===== src/rtl/ext_tid_rsp_ipa.sv =====
// Response matcher for external transaction IDs: tracks outstanding TIDs and their
// request metadata, pairs responses with them and presents completions one register deep.
module ext_tid_rsp_ipa #(
    parameter int EXT_TID_WIDTH = 4,
    parameter int META_WIDTH    = 8,
    parameter int DATA_WIDTH    = 32
) (
    input  logic                     clk_i,
    input  logic                     rst_ni,
    input  logic                     issue_i,
    input  logic [EXT_TID_WIDTH-1:0] issue_tid_i,
    input  logic [META_WIDTH-1:0]    issue_meta_i,
    input  logic                     rsp_valid_i,
    output logic                     rsp_ready_o,
    input  logic [EXT_TID_WIDTH-1:0] rsp_tid_i,
    input  logic [DATA_WIDTH-1:0]    rsp_data_i,
    output logic                     out_valid_o,
    input  logic                     out_ready_i,
    output logic [EXT_TID_WIDTH-1:0] out_tid_o,
    output logic [META_WIDTH-1:0]    out_meta_o,
    output logic [DATA_WIDTH-1:0]    out_data_o,
    output logic                     release_tid_o,
    output logic [EXT_TID_WIDTH-1:0] release_tid_id_o,
    output logic                     err_unexp_o,
    output logic                     err_dup_o,
    output logic [EXT_TID_WIDTH:0]   pending_cnt_o
);

    localparam int NB_TID = 2 ** EXT_TID_WIDTH;
    localparam int CNT_W  = EXT_TID_WIDTH + 1;

    logic [NB_TID-1:0]     pending_q;
    logic [NB_TID-1:0]     pending_d;
    logic [META_WIDTH-1:0] meta_mem [NB_TID];

    logic rsp_acc;
    logic rsp_hit;
    logic rsp_miss;
    logic iss_ok;
    logic iss_dup;

    assign rsp_ready_o = !out_valid_o || out_ready_i;
    assign rsp_acc     = rsp_valid_i && rsp_ready_o;

    // Both issue and response look at the pending vector as it was before this edge.
    assign rsp_hit  = rsp_acc && pending_q[rsp_tid_i];
    assign rsp_miss = rsp_acc && !pending_q[rsp_tid_i];
    assign iss_ok   = issue_i && !pending_q[issue_tid_i];
    assign iss_dup  = issue_i && pending_q[issue_tid_i];

    always_comb begin
        pending_d = pending_q;
        if (rsp_hit) begin
            pending_d[rsp_tid_i] = 1'b0;
        end
        if (iss_ok) begin
            pending_d[issue_tid_i] = 1'b1;
        end
    end

    // Metadata is only ever read for pending entries, so it needs no reset.
    always_ff @(posedge clk_i) begin
        if (iss_ok) begin
            meta_mem[issue_tid_i] <= issue_meta_i;
        end
    end

    always_ff @(posedge clk_i) begin
        if (!rst_ni) begin
            pending_q        <= '0;
            pending_cnt_o    <= '0;
            out_valid_o      <= 1'b0;
            out_tid_o        <= '0;
            out_meta_o       <= '0;
            out_data_o       <= '0;
            release_tid_o    <= 1'b0;
            release_tid_id_o <= '0;
            err_unexp_o      <= 1'b0;
            err_dup_o        <= 1'b0;
        end else begin
            pending_q     <= pending_d;
            pending_cnt_o <= pending_cnt_o + CNT_W'(iss_ok) - CNT_W'(rsp_hit);
            release_tid_o <= rsp_hit;
            err_unexp_o   <= rsp_miss;
            err_dup_o     <= iss_dup;
            if (rsp_hit) begin
                out_valid_o      <= 1'b1;
                out_tid_o        <= rsp_tid_i;
                out_meta_o       <= meta_mem[rsp_tid_i];
                out_data_o       <= rsp_data_i;
                release_tid_id_o <= rsp_tid_i;
            end else if (out_ready_i) begin
                out_valid_o <= 1'b0;
            end
        end
    end

endmodule

===== config.mk =====
export PLATFORM = sky130hd
export DESIGN_NAME = ext_tid_rsp_ipa
export DESIGN_NICKNAME = d
export VERILOG_FILES = /design/src/rtl/ext_tid_rsp_ipa.sv
export SDC_FILE = /design/constraint.sdc
export NUM_CORES = 1
export LEC_CHECK = 0
export CAP_MARGIN = 40
export CORE_MARGIN = 3
export CORE_UTILIZATION = 59
export DETAILED_ROUTE_END_ITERATION = 7
export PLACE_DENSITY = 0.82
export SYNTH_ARGS = -nofsm -noshare
export SYNTH_HDL_FRONTEND = slang
export SYNTH_SLANG_ARGS = --single-unit

===== constraint.sdc =====
create_clock -name clk_i -period 11.05 [get_ports clk_i]
set_clock_uncertainty 0.15 [all_clocks]
set_input_delay 3.315 -clock clk_i [delete_from_list [all_inputs] [get_ports clk_i]]
set_output_delay 3.315 -clock clk_i [all_outputs]
set_load 0.005 [all_outputs]

==> run metrics, run 1 <==
outcome=completed; synthesized area per cell=13.9 um^2; Startpoint Class=input port; Slowest cell on crit path=clkdlybuf4s50_1; final setup margin=3.03 ns; critical path's most frequent cell=clkdlybuf4s50_1; initial antenna violation count=0; die area=15000 um^2; ant diodes=0; detailed placement HPWL=11900 um; Critical Path Start=out_ready_i; # hold bufs at CTS=0; Final nets=728; P_int=1.19 mW; Reg-to-Reg End=pending_cnt_o[4]; placement row count=41; final cycle utilization of the critical path=72.6%; Final Setup Violations=0; global placement routability congestion=0.885; fmax=125 MHz; Antenna Violating Nets Remaining=0; clock power share=36.3%; Post-Synthesis Cells=576; Mapped Area=8000 um^2; met1 Track Usage GR=33.9%; Initial Util=61.9%; DRC=0; Slew @ Worst Pin=0.854 ns; Clock Pin Slew Worst Setup and Hold Paths=0.07 ns; CP Cell Sequence=clkdlybuf4s50_1 -> nand2b_1 -> clkdlybuf4s50_1; M2 GR Usage=40.1%; Clk Latency, worst-skew pair=0.43 ns; global route overflow=0; synthesized flop and latch total=197; clock sink count=197; Power per Cell Area=162 nW/um^2; Reg power frac=52.3%; FFs w/ async S/R, synth=0%; Leakage Power=3.28 nW; met3 Usage GRT=4.88%; FF+latch area=5230 um^2; CTS tree=done; clock root cell=clkbuf_16; crit-path max FO=6; fill count=808; P&R area growth vs syn=21.0%; Hold Vio Cnt, Final=0; Final Util=74.8%; share of layout cells above drive strength 1=12.4%; WP data arrival=4.56 ns; Period minus WS final=8.02 ns; number of global-route vias before repair=5079; crit end category=primary output; Critical Path End=rsp_ready_o; pin count of the biggest net entering global routing=54; drt wl/cell=20.9 um; combinational cell fraction of total power=11.4%; Die Ht=122 um; RR Startpoint=pending_q[12]; drt first-iter violations=545; Crit Path Class=input port to primary output; Setup TNS=0 ns; Pins Over Slew Limit=0; global-route wire length before repair=27800 um; vias per cell=6.17; # Max-Cap Violations=0; Synth warnings=0; Psw=0.375 mW; Total Routing Usage GR=24.8%; worst vdd ir=119 uV; min-delay src=out_meta_o[4]; R2R cell count=11; # Post-CTS Setup Buffers=0; core footprint=12900 um^2; RSZ-0062 raised after global routing=false; htree depth=4; Synth cell types=43; IO Count=111; GRT Max-Usage Layer=met2; sequential fraction of the synthesis area=65.3%; Via Count=5273; Die Wd=122 um; Hold Path Class=flop to flop; required time worst endpoint=7.59 ns; I/O Buffers=110; CP peak stage delay=0.54 ns; area of the multi-input gates=2460 um^2; Num CTS Buffers=17; DR pass1 iterations=5; Post-Syn Nets=634; post_cts resized=0; Max Root-Sink Buffers=2; Worst slew margin=42.9%; Top FF cell, synth=edfxtp_1; Post-synth EDFFs=128; Sw Ratio=23.9%; pre-CTS setup slack=3.04 ns; DRT Wirelength=17900 um; r2r setup slk=8.14 ns
==> sequential cells by signal (all words and copies together), names as in the netlist <==
register	count
release_tid_o	1
pending_cnt_o	5
pending_q	16
err_unexp_o	1
out_meta_o	8
out_data_o	32
out_valid_o	1
err_dup_o	1
meta_mem	128
release_tid_id_o	4
==> worst max-delay path, delay by kind of cell <==
kind	cells	cell delay, ns
buffers and inverters	2	1.00
and+or+nand+nor	1	0.23
==> placed cells by master, fill, tap and decap left out, types with 2 or more instances in the layout <==
master,Yosys,layout
a21oi_1,57,57
inv_6,0,5
o21ai_0,47,47
ha_1,4,4
a31oi_1,2,2
inv_1,12,12
nor2_1,19,19
nand3_1,47,47
a22oi_1,19,19
o21ai_1,7,7
nand2b_1,7,7
a21o_1,2,2
clkdlybuf4s50_1,0,108
and2_1,4,4
clkinv_4,0,3
mux2i_1,10,10
o31ai_1,2,2
nor2b_1,6,6
mux4_2,33,33
and3_1,2,2
xnor2_1,3,3
clkbuf_16,0,17
edfxtp_1,128,128
buf_4,10,12
mux4_1,3,3
clkinvlp_4,0,4
nand4_1,3,3
dfxtp_1,69,69
nand2_1,24,24
o221a_2,3,3
xor2_1,2,2
buf_2,8,2
nor3_1,4,4
==> worst min-delay path by stage <==
stage	end	cells past startpoint	slack, ns
final	out_meta_o[4]	2	0.31
after global routing	out_data_o[6]	2	0.33
after CTS	out_data_o[15]	2	0.32
after detailed placement	out_data_o[15]	2	0.31
after global placement	out_data_o[22]	2	0.30
after floorplan	pending_q[12]	2	0.31
==> routing by layer <==
metal  up-vias  share of wire [%]  routed length (um)
li1       2386                  -                   -
met1      2564                 40                7210
met2       286                 50                8920
met3        37                7.6                1370
met4         0                2.2                 389
met5         -                  0                   0
==> cell type report <==
| class | count | area share, % |
|---|---|---|
| clock buffers | 18 | 4.44 |
| clock inverters | 14 | 1.20 |
| inverters | 12 | 0.466 |
| multi-input cells | 320 | 25.5 |
| flip-flops and latches | 197 | 54.0 |
| well taps | 172 | 2.22 |
| repair buffers | 122 | 12.2 |
==> cells in the mapped netlist, types with 7 or more instances <==
library cell | number | share of area (%)
a22oi_1 | 19 | 1.8
mux2i_1 | 10 | 1.3
dfxtp_1 | 69 | 17
a21oi_1 | 57 | 3.6
nand2b_1 | 7 | 0.55
mux4_2 | 33 | 9.3
o21ai_0 | 47 | 2.9
nand2_1 | 24 | 1.1
inv_1 | 12 | 0.56
buf_4 | 10 | 0.94
nand3_1 | 47 | 2.9
nor2_1 | 19 | 0.89
o21ai_1 | 7 | 0.44
edfxtp_1 | 128 | 48
clkbuf_1 | 17 | 0.80
buf_2 | 8 | 0.50
==> per-stage QoR <==
step | area, um^2 | total power, mW | hold WS (ns) | std cells
floorplan | 8000 | 0.935 | 0.306 | 576
global placement | 9100 | 1.01 | 0.300 | 819
detailed placement | 9130 | 1.02 | 0.306 | 823
CTS | 9670 | 1.57 | 0.316 | 855
global route | 9670 | 1.63 | 0.331 | 855
finish | 9670 | 1.57 | 0.314 | 855
==> cell families after synthesis <==
logic type / share of synthesized area [%]
AO/OA/AOI/OAI: 9.79
XOR/XNOR: 0.548
adder cells (fa/ha/maj): 0.876
buffers and inverters: 3.88
flip-flops: 65.3
multiplexers: 11.7
AND/OR/NAND/NOR: 7.90
==> power groups by stage <==
| stage | clock network [mW] | logic, mW | registers, mW |
|---|---|---|---|
| after floorplan | 0 | 0.100 | 0.835 |
| after global placement | 0 | 0.173 | 0.834 |
| after detailed placement | 0 | 0.179 | 0.836 |
| final | 0.569 | 0.179 | 0.820 |
| after CTS | 0.575 | 0.180 | 0.820 |
| after global routing | 0.608 | 0.197 | 0.822 |
No activity file was read; power rests on OpenSTA's default activity.
==> run 2, diff against run 1 <==
--- a/config.mk
+++ b/config.mk
@@ -7,9 +7,9 @@
 export LEC_CHECK = 0
 export CAP_MARGIN = 40
 export CORE_MARGIN = 3
-export CORE_UTILIZATION = 59
+export CORE_UTILIZATION = 49
 export DETAILED_ROUTE_END_ITERATION = 7
-export PLACE_DENSITY = 0.82
+export PLACE_DENSITY = 0.73
 export SYNTH_ARGS = -nofsm -noshare
 export SYNTH_HDL_FRONTEND = slang
 export SYNTH_SLANG_ARGS = --single-unit
==> constraint.sdc (replaced) <==
create_clock -name clk_i -period 6.75 [get_ports clk_i]
set_clock_uncertainty 0.15 [all_clocks]
set_input_delay 2.025 -clock clk_i [delete_from_list [all_inputs] [get_ports clk_i]]
set_output_delay 2.025 -clock clk_i [all_outputs]
set_load 0.005 [all_outputs]
==> run metrics, run 2 (synthesis results as in run 1) <==
Clock Pin Slew Worst Setup and Hold Paths=0.07 ns (about the same); final cycle utilization of the critical path=79.9%; global route overflow=0 (unchanged); I/O Buffers=110 (unchanged); P_int=2.03 mW (+70%); # hold bufs at CTS=0 (unchanged); CP Cell Sequence=clkdlybuf4s50_1 -> nand2b_1 -> clkdlybuf4s50_1; number of flip-flops in the largest register=128 (unchanged); fill count=1206 (+49%); Slew @ Worst Pin=0.857 ns (+0.00316 ns); DP Area=9200 um^2 (+0.74%); most frequent cells in the layout=edfxtp_1 (128), clkdlybuf4s50_1 (108), dfxtp_1 (69); CTS tree=done; Final nets=727 (-0.14%); Tot Pwr=2.66 mW (+70%); Initial Util=50.2% (-12 points); Die Wd=134 um (+9.3%); Setup TNS=0 ns (unchanged); Pins Over Slew Limit=0 (unchanged); DRC=0 (unchanged); Clk Latency, worst-skew pair=0.43 ns (about the same); Num CTS Buffers=17 (unchanged); Sw Ratio=23.6% (-0.28 points); outcome=completed; Final Setup Violations=0 (unchanged); # Max-Cap Violations=0 (unchanged); htree depth=4 (unchanged); clock power share=38.4% (+2.1 points); Max Root-Sink Buffers=2 (unchanged); CP bufs+invs=2 (unchanged); initial antenna violation count=0 (unchanged); Hold Vio Cnt, Final=0 (unchanged); WP data arrival=3.22 ns (-1.34 ns); P&R area growth vs syn=22.4%; Reg power frac=50.5% (-1.8 points); Top reg by flops=meta_mem; Psw=0.628 mW (+68%); required time worst endpoint=4.58 ns (-3.01 ns); Period minus WS final=5.39 ns; global placement routability congestion=0.970 (+9.6%); RSZ-0062 raised after global routing=false; DRT Wirelength=18900 um (+5.6%); ant diodes=0 (unchanged); crit end category=primary output; area of the multi-input gates=2460 um^2 (unchanged); DR pass1 iterations=5 (unchanged); vias per cell=5.78 (-6.3%); placement row count=46 (+12%); leading cell type in the layout, fill and taps excluded=edfxtp_1; Slowest cell on crit path=clkdlybuf4s50_1; Worst slew margin=42.7% (-0.21 points); die area=17900 um^2 (+19%); Hold Path Class=flop to flop; IO Count=111 (unchanged); fmax=185 MHz; Startpoint Class=input port; share of layout cells above drive strength 1=12.5% (+0.018 points); Final Util=61.4% (-13 points); CP peak stage delay=0.54 ns (about the same); worst vdd ir=181 uV (+51%); clock sink count=197 (unchanged); number of global-route vias before repair=5233 (+3.0%); pin count of the biggest net entering global routing=48 (-11%); Total Routing Usage GR=21.5% (-3.3 points); Leakage Power=3.31 nW (+1.1%); Die Ht=134 um (+9.3%); Power per Cell Area=271 nW/um^2 (+67%); Via Count=5192 (-1.5%); Crit path max-delay family=buffers and inverters; post-route cell area=9790 um^2 (+1.2%); Antenna Violating Nets Remaining=0 (unchanged); global-route wire length before repair=29300 um (+5.6%); FF+latch area=5230 um^2 (unchanged); critical path's most frequent cell=clkdlybuf4s50_1; core footprint=15900 um^2 (+23%); clock root cell=clkbuf_16; Crit Path Class=input port to primary output; combinational cell fraction of total power=11.1% (-0.3 points); drt first-iter violations=447 (-18%); # Post-CTS Setup Buffers=0 (unchanged); crit-path max FO=6 (unchanged); drt wl/cell=21.0 um (+0.54%); post_cts resized=0 (unchanged); detailed placement HPWL=12500 um (+5.3%); Largest regs=meta_mem: 128 flops, out_data_o: 32 flops, pending_q: 16 flops
==> run 2: power groups by stage <==
stage | combinational, mW | sequential [mW] | clock [mW]
2_1_floorplan | 0.164 | 1.37 | 0
3_3_place_gp | 0.287 | 1.37 | 0
3_5_place_dp | 0.298 | 1.37 | 0
4_1_cts | 0.299 | 1.34 | 1.03
5_1_grt | 0.323 | 1.35 | 1.08
6_report | 0.296 | 1.34 | 1.02
==> run 2: final cells by class <==
cell class,count,area share [%]
sequential,197,53.4
clock inverter,15,1.75
timing repair buffer,121,12.2
clock buffer,17,4.34
tap,216,2.76
inverter,12,0.460
multi-input combinational,320,25.1
==> run 2: stage by stage <==
stage	instances	worst slack [ns]	hold slack [ns]
3_3_place_gp	863	1.27	0.300
2_1_floorplan	576	2.22	0.306
6_report	898	1.36	0.313
4_1_cts	898	1.36	0.317
3_5_place_dp	866	1.29	0.308
5_1_grt	898	1.33	0.333
==> run 2: worst min-delay path: stages (launching register included) <==
cell and delay (ns):
dfxtp_1 0.31, nand3_1 0.06, a21oi_1 0.05
==> run 2: final timing paths <==
kind / startpoint / end / slack (ns) / cells after the start
max: out_ready_i / rsp_ready_o / 1.36 / 3
min reg2reg: out_meta_o[2] / out_meta_o[2] / 0.31 / 2
max reg2reg: pending_q[9] / pending_cnt_o[4] / 3.95 / 11
min: out_meta_o[2] / out_meta_o[2] / 0.31 / 2
==> run 2: metal layers <==
layer  global-route usage (%)  routed length [um]  vias up
li1                         -                   -     2377
met1                     29.7                8100     2588
met4                     7.26                 292        0
met3                     4.38                1260       24
met5                        0                   0        -
met2                     34.4                9220      203
==> RTL edit, RTL diff (flow settings as in run 1) <==
Change the parameter `META_WIDTH` from 8 to 6.
--- a/src/rtl/ext_tid_rsp_ipa.sv
+++ b/src/rtl/ext_tid_rsp_ipa.sv
@@ -4,3 +4,3 @@
     parameter int EXT_TID_WIDTH = 4,
-    parameter int META_WIDTH    = 8,
+    parameter int META_WIDTH    = 6,
     parameter int DATA_WIDTH    = 32
Interface: changed (resized issue_meta_i and out_meta_o); port bits go from 111 to 107. The function was not compared with the original's and may differ.
==> RTL edit against run 1 <==
- first-iteration DRC count grew 22%
- synthesized area decreased by 16%
- sequential cell count fell by 34
- register-to-register slack hardly changed
- critical path type unchanged
- power decreased by 8.4%
- design area fell by 13%
- largest power group unchanged
- wire length shrank 12%
- worst setup slack gained 39 ps
==> RTL edit: results (changes against run 1) <==
stage,metric,value,unit,change
setup_path,crit_fanout,6,,unchanged
cts,cts_root_buf,clkbuf_16,,
placed_design,place.gp.congestion,0.8418,,-4.9%
setup_path,arrival,4520,ps,-40 ps
global_route,grt_pass1_vias,4836,,-4.8%
placed_design,dpl_cell_area,7807,um2,-14%
synth,synth_edf_count,96,,-25%
synth,ys_top_cells_by_count,"edfxtp_1, dfxtp_1, a21oi_1",,
setup_path,timing.rr.end,pending_cnt_o[4],,
setup_path,rrSetupSlack,8130,ps,about the same
global_route,gr-usage-all-layers,0.2555,,+0.007092
layout,nFillCells,661,,-18%
layout,instances_no_fill,763,,-11%
synth,ys_seq_area_frac,0.6254,,-0.02790
layout,reg.largest.list,"meta_mem x96, out_data_o x32, pending_q x16",,
cts,cts_buffers,17,,unchanged
timing,whs,313.7,ps,-0.5440 ps
global_route,grt_pass1_wl,25090,um,-9.7%
timing,final-setup-viol-count,0,,unchanged
setup_path,worstReg2RegStart,pending_q[13],,
timing,tightest_slew,835.4,ps,-18.43 ps
setup_path,startpoint,out_ready_i,,
cts,clk_path_buf_depth,2,,unchanged
global_route,grt_max_degree,53,,-1.9%
drt,drtIter0Drc,663,,+22%
layout,drive_gt1_frac,0.1204,,-0.004066
synth,synth_top_cell_area_share,0.4268,,-0.05378
timing,final.setup.worst_slack,3066,ps,+38.87 ps
setup_path,cpPeakStageDelay,550,ps,
synth,synth.area.top_cells,"edfxtp_1, dfxtp_1, mux4_2",,
cts,clk_latency,420,ps,
synth,synthCells,522,,-9.4%
placed_design,portBuffers,106,,-3.6%
placed_design,dp_cells,731,,-11%
cts,postCtsResizedCells,0,,unchanged
cts,clk_pin_slew_worst_paths,60,ps,
placed_design,dpl.hpwl,10210,um,-14%
setup_path,slowest_stage,clkdlybuf4s50_1,,
synth,yosysUniqueCellTypes,48,,+12%
setup_path,crit_path_end,rsp_ready_o,,
pwr,leakage,2.899,nW,-12%
pwr,peakVddDrop,0.0001590,V,+33%
cts,htree_num_levels,4,,unchanged
layout,antenna_cells,0,,unchanged
drt,first_pass_iters,6,,+1
drt,wl,15650,um,-12%
setup_path,ff2ff_path_depth,11,,unchanged
synth,yosysWarnings,0,,unchanged
global_route,antenna_found_initial,0,,unchanged
run_status,outcome,finished clean,,
synth,synth_fp_nets,578,,-8.8%
layout,nets,666,,-8.5%
min_path,min_path_type,register to register,,
drt,via_per_inst,6.279,,+1.8%
setup_path,critPathTopFamily,buffers and inverters,,
RTL edit: how the worst min path moves through the flow:
| stage | start | to | cells past startpoint |
|---|---|---|---|
| after floorplan | pending_q[12] | pending_q[12] | 2 |
| after global placement | out_data_o[27] | out_data_o[27] | 2 |
| after detailed placement | out_data_o[25] | out_data_o[25] | 2 |
| after CTS | out_data_o[25] | out_data_o[25] | 2 |
| after global routing | out_data_o[29] | out_data_o[29] | 2 |
| final | out_data_o[25] | out_data_o[25] | 2 |
RTL edit: cells by family after synthesis:
kind of cell | synth area share
flops | 0.6254
compound gates | 0.1106
mux | 0.1110
buf+inv | 0.04372
fa+ha+maj | 0.01037
simple gates | 0.09244
xor+xnor | 0.006485
RTL edit: layout make-up:
| class | instances | area [um2] | area share |
|---|---|---|---|
| clock buffers | 22 | 485.5 | 0.05770 |
| clock inverters | 10 | 121.4 | 0.01442 |
| inverters | 12 | 45.04 | 0.005353 |
| multi-input cells | 303 | 2235 | 0.2656 |
| flip-flops and latches | 163 | 4224 | 0.5020 |
| well taps | 140 | 175.2 | 0.02082 |
| repair buffers | 113 | 1129 | 0.1341 |
RTL edit: report_power, final:
group          total, mW  leakage, nW  switching (mW)  internal (mW)
clock              0.592        0.296           0.233          0.360
combinational      0.167         1.19          0.0791         0.0875
sequential         0.677         1.41          0.0119          0.665
total               1.44         2.90           0.324           1.11
RTL edit: per-layer routing:
metal	vias to the layer above	share of wire	global-route usage
met5	-	0	0
met4	0	0.029	0.1018
met3	43	0.088	0.07807
met2	262	0.50	0.4127
met1	2336	0.38	0.3256
li1	2150	-	-
RTL edit: worst min-delay path, cell delays in order (launching register included):
cell and delay [ps]:
dfxtp_1 310, nand3_1 60, a21oi_1 50
